<file path="src/rtl/regfile_nport_if.sv">
// Bus bundle for regfile_nport: one write port and NRD packed read ports.
interface regfile_nport_if #(
    parameter int DATA_W = 32,
    parameter int ADDR_W = 5,
    parameter int NRD    = 2
);
    logic                  we;
    logic [ADDR_W-1:0]     waddr;
    logic [DATA_W-1:0]     wdata;
    logic [NRD-1:0]        rd_en;
    logic [NRD*ADDR_W-1:0] raddr;
    logic [NRD*DATA_W-1:0] rdata;
    logic [NRD-1:0]        rd_valid;

    modport master (
        output we, waddr, wdata, rd_en, raddr,
        input  rdata, rd_valid
    );

    modport slave (
        input  we, waddr, wdata, rd_en, raddr,
        output rdata, rd_valid
    );
endinterface

</file>
<file path="src/rtl/regfile_nport.sv">
// N-read / 1-write register file, register 0 hardwired to zero, 1-cycle registered reads.
// Define REGFILE_BYPASS_EN for write-first collisions; default build is read-first.
module regfile_nport #(
    parameter int DATA_W = 32,
    parameter int ADDR_W = 5,
    parameter int NRD    = 2
) (
    input logic            clk,
    input logic            rst,
    regfile_nport_if.slave bus
);
    localparam int unsigned DEPTH = 1 << ADDR_W;

    logic [DATA_W-1:0]     mem [DEPTH];
    logic                  wr_ok;
    logic [ADDR_W-1:0]     rd_addr [NRD];
    logic [DATA_W-1:0]     rd_word [NRD];
    logic [NRD*DATA_W-1:0] rdata_q;
    logic [NRD-1:0]        rd_valid_q;

    assign wr_ok = bus.we && (bus.waddr != '0);

    always_ff @(posedge clk or posedge rst) begin
        if (rst) begin
            for (int unsigned i = 0; i < DEPTH; i++) begin
                mem[i] <= '0;
            end
        end else if (wr_ok) begin
            mem[bus.waddr] <= bus.wdata;
        end
    end

    // Address 0 is gated here rather than relying on mem[0] staying cleared.
    always_comb begin
        for (int unsigned p = 0; p < NRD; p++) begin
            rd_addr[p] = bus.raddr[p*ADDR_W +: ADDR_W];
            rd_word[p] = (rd_addr[p] == '0) ? '0 : mem[rd_addr[p]];
`ifdef REGFILE_BYPASS_EN
            if (wr_ok && (rd_addr[p] == bus.waddr)) begin
                rd_word[p] = bus.wdata;
            end
`endif
        end
    end

    always_ff @(posedge clk or posedge rst) begin
        if (rst) begin
            rdata_q    <= '0;
            rd_valid_q <= '0;
        end else begin
            rd_valid_q <= bus.rd_en;
            for (int unsigned p = 0; p < NRD; p++) begin
                if (bus.rd_en[p]) begin
                    rdata_q[p*DATA_W +: DATA_W] <= rd_word[p];
                end
            end
        end
    end

    assign bus.rdata    = rdata_q;
    assign bus.rd_valid = rd_valid_q;
endmodule

</file>
<file path="src/flat_wrapper.sv">
// flat-port wrapper written by rule: the top's interface ports become plain ports
module regfile_nport_flat 
#(
    parameter int DATA_W = 32,
    parameter int ADDR_W = 5,
    parameter int NRD    = 2
)
  (clk, rst, bus_we, bus_waddr, bus_wdata, bus_rd_en, bus_raddr, bus_rdata, bus_rd_valid);
  regfile_nport_if #(.DATA_W(DATA_W), .ADDR_W(ADDR_W), .NRD(NRD)) bus_i ();
  input logic clk;
  input logic rst;
  input wire logic [$bits(bus_i.we)-1:0] bus_we;
  input wire logic [$bits(bus_i.waddr)-1:0] bus_waddr;
  input wire logic [$bits(bus_i.wdata)-1:0] bus_wdata;
  input wire logic [$bits(bus_i.rd_en)-1:0] bus_rd_en;
  input wire logic [$bits(bus_i.raddr)-1:0] bus_raddr;
  output wire logic [$bits(bus_i.rdata)-1:0] bus_rdata;
  output wire logic [$bits(bus_i.rd_valid)-1:0] bus_rd_valid;
  assign bus_i.we = bus_we;
  assign bus_i.waddr = bus_waddr;
  assign bus_i.wdata = bus_wdata;
  assign bus_i.rd_en = bus_rd_en;
  assign bus_i.raddr = bus_raddr;
  assign bus_rdata = bus_i.rdata;
  assign bus_rd_valid = bus_i.rd_valid;
  regfile_nport #(.DATA_W(DATA_W), .ADDR_W(ADDR_W), .NRD(NRD)) u_core (.clk(clk), .rst(rst), .bus(bus_i));
endmodule
</file>
<file path="config.mk">
export PLATFORM = sky130hd
export DESIGN_NAME = regfile_nport_flat
export DESIGN_NICKNAME = d
export VERILOG_FILES = /design/src/rtl/regfile_nport_if.sv /design/src/rtl/regfile_nport.sv /design/src/flat_wrapper.sv
export SDC_FILE = /design/constraint.sdc
export NUM_CORES = 2
export LEC_CHECK = 0
export ABC_CLOCK_PERIOD_IN_PS = 58500
export CAP_MARGIN = 20
export CORE_ASPECT_RATIO = 1.5
export CORE_MARGIN = 4
export CORE_UTILIZATION = 63
export DETAILED_ROUTE_END_ITERATION = 8
export HOLD_SLACK_MARGIN = 0.05
export PLACE_DENSITY = 0.82
export SLEW_MARGIN = 20
export SYNTH_ARGS = -nofsm -noshare
export SYNTH_HDL_FRONTEND = slang
export SYNTH_SLANG_ARGS = --single-unit
</file>
<file path="constraint.sdc">
create_clock -name clk -period 58.5 [get_ports clk]
set_input_delay 14.625 -clock clk [delete_from_list [all_inputs] [get_ports clk]]
set_output_delay 14.625 -clock clk [all_outputs]
set_load 0.1 [all_outputs]
</file>
==> results.sh <==
export IMPL_cp_startpoint="rst"
export IMPL_antenna_found_initial=4
export IMPL_crit_path_end_kind="asynchronous set/reset pin"
export IMPL_hpwl_um=92500
export IMPL_numCtsBuffers=104
export IMPL_max_cap_violations=0
export IMPL_cp_required_ns=59.19
export IMPL_dieArea_mm2=0.0968
export IMPL_yosys_top_cells_count="mux2_2, dfrtp_1, mux4_2, clkbuf_1, buf_2"
export IMPL_crit_end="u_core.mem[486]"
export IMPL_placed_area_mm2=0.0590
export IMPL_hp_class="flop to flop"
export IMPL_wl_per_cell_um=33.0
export IMPL_synth_fp_nets=4132
export IMPL_setup_violations_final=0
export IMPL_std_cell_rows=135
export IMPL_layout_worst_path_cycle_share=0.322
export IMPL_r2r_end="u_core.bus.rdata[32]"
export IMPL_grt_overflow=0
export IMPL_initial_core_util=0.638
export IMPL_die_h_um=379
export IMPL_ys_flop_type="dfrtp_1"
export IMPL_r2r_slack_ns=56.63
export IMPL_worstSetupPathType="input pin to asynchronous set/reset pin"
export IMPL_insertion_delay_ns=0.70
export IMPL_routed_wl_um=171000
export IMPL_synth_seq_cells=1090
export IMPL_ir_worst_vdd_mv=0.0329
export IMPL_cp_cell_sequence="clkdlybuf4s50_1 -> inv_8 -> buf_4 -> buf_4 -> buf_12 -> buf_4"
export IMPL_rsz0062_at_grt="false"
export IMPL_io_buffers=117
export IMPL_clock_fmax_mhz=53.1
export IMPL_io_pins=118
export IMPL_fin_util=0.692
export IMPL_fin_nets=3988
export IMPL_hold_buffers=0
export IMPL_synth_seq_area_share=0.472
export IMPL_tritoncts="yes"
export IMPL_reg2reg_depth=4
export IMPL_grt_pass1_vias=40554
export IMPL_start_kind="input pin"
export IMPL_first_iter_violations=4422
export IMPL_clk_pin_slew_ns=0.06
export IMPL_avgSynthCellArea_um2=14.2
export IMPL_yosys_warnings=0
export IMPL_worst_slew_pin_slew_ns=1.23
export IMPL_cpPeakStageDelay_ns=0.90
export IMPL_async_reset_ff_frac=1.00
export IMPL_fin_skew_ns=0.0242
export IMPL_syn_area_mm2=0.0578
export IMPL_yosys_cell_count_top_type="mux2_2"
export IMPL_grt_usage=0.351
export IMPL_r2r_start="u_core.mem[0]"
export IMPL_drtPass1Iterations=8
export IMPL_ys_types=50
export IMPL_cts_setup_buffers=0
export IMPL_crit_slowest_cell="buf_4"
export IMPL_area_growth_pct=8.54
export IMPL_synth_area_top_cells="dfrtp_1, mux2_2, mux4_2"
export IMPL_h_tree_depth=3
export IMPL_drt_vias_per_instance=7.46
export IMPL_place_ws_ns=38.82
export IMPL_vias=38733
export IMPL_cp_num_cells=6
export IMPL_cts_resized=0
export IMPL_path_max_fanout=174
export IMPL_cp_top_family="buffers and inverters"
export IMPL_fin_hold_ws_ns=0.397
export IMPL_final_cell_count_no_fill=5192
export IMPL_fin_crit_ns=18.83
export IMPL_fin_area_mm2=0.0628
export IMPL_grt_pass1_wl_um=254000
export IMPL_grt_max_degree=182
export IMPL_cts_root_buffer_cell="clkbuf_16"
export IMPL_fp_coreArea_mm2=0.0907
export IMPL_power_total_mw=2.20
export IMPL_slew_headroom=0.179
export IMPL_p_per_area_mw_per_mm2=35.1
export IMPL_layout_drive_gt1_share=0.456
export IMPL_hold_viol_final=0
export IMPL_antenna_left=0
export IMPL_setup_slack_ns=39.67
export IMPL_cp_num_buf_inv=6
export IMPL_netlist_top_cell_by_area="dfrtp_1"
export IMPL_setup_tns_ns=0
export IMPL_slew_violations=0
export IMPL_dp_cells=4993
export IMPL_nFillCells=5971
export IMPL_status="finished, final reports clean"
export IMPL_clock_path_buffers=3
export IMPL_synth_cells=4080
export IMPL_die_w_um=255
export IMPL_crit_top_cell="buf_4"
export IMPL_synth_edf_count=0
export IMPL_p_leak_nw=27.2
export IMPL_synth_top_area_frac=0.472
export IMPL_post_route_drc_count=0
export IMPL_clock_sinks=1090
export IMPL_place_congestion=0.827
export IMPL_crit_arrival_ns=19.52
## cells in the final DEF (no fill, tap or decap), types with 64 or more instances in the layout
cell,instances
nand3_1,124
mux4_2,297
nor2b_1,64
nor2_1,67
clkdlybuf4s50_1,104
a211oi_1,124
dfrtp_1,1090
mux2i_1,128
mux2_2,1205
buf_4,81
clkbuf_16,108
## kinds of logic after synthesis
logic type | Yosys count | share of synthesized area
mux | 1696 | 0.392
flops | 1090 | 0.472
buf+inv | 454 | 0.0412
compound gates | 446 | 0.0582
simple gates | 394 | 0.0369
## worst reg2reg max path: stages, from the launching register on
cell and delay [ns]:
dfrtp_1 0.39, mux4_2 0.48, mux2_2 0.27, o21ai_0 0.40, a2111oi_1 0.18
## routing by layer
layer  routed length [um]  GRT usage  share of wire  vias up
met2                82200      0.571           0.48     2301
met4                10500      0.204          0.062        2
li1                     -          -              -    15385
met5                    7          0       0.000041        -
met3                16100     0.0723          0.094      620
met1                62400      0.442           0.36    20425
## sequential cells by signal (all words and copies together), names as in the netlist
name and count:
u_core.mem 1024, u_core.bus.rdata 64, u_core.bus.rd_valid 2
## worst min-delay path by stage
stage | startpoint | end | slack [ns] | cells after the start
after floorplan | u_core.mem[1000] | u_core.mem[1000] | 0.44 | 1
after global placement | u_core.mem[1004] | u_core.mem[1004] | 0.38 | 0
after detailed placement | u_core.mem[1018] | u_core.mem[1018] | 0.38 | 0
after CTS | u_core.mem[1018] | u_core.mem[1018] | 0.40 | 0
after global routing | u_core.mem[998] | u_core.mem[998] | 0.41 | 0
final | u_core.mem[1016] | u_core.mem[1016] | 0.40 | 0
## power breakdown
group,internal (mW),total (mW),switching (mW)
combinational,0.249,0.457,0.208
clock,0.442,0.746,0.304
sequential,0.894,0.999,0.106
total,1.59,2.20,0.618
## layout make-up
type / count / area, um2 / area share
diodes: 3 / 7.51 / 0.000120
clock buffers: 148 / 3120 / 0.0497
clock inverters: 47 / 677 / 0.0108
inverters: 3 / 18.8 / 0.000299
multi-input cells: 2536 / 28400 / 0.452
flip-flops and latches: 1090 / 27300 / 0.434
well taps: 1164 / 1460 / 0.0232
repair buffers: 201 / 1830 / 0.0292
Power figures use the tool's default switching activity.
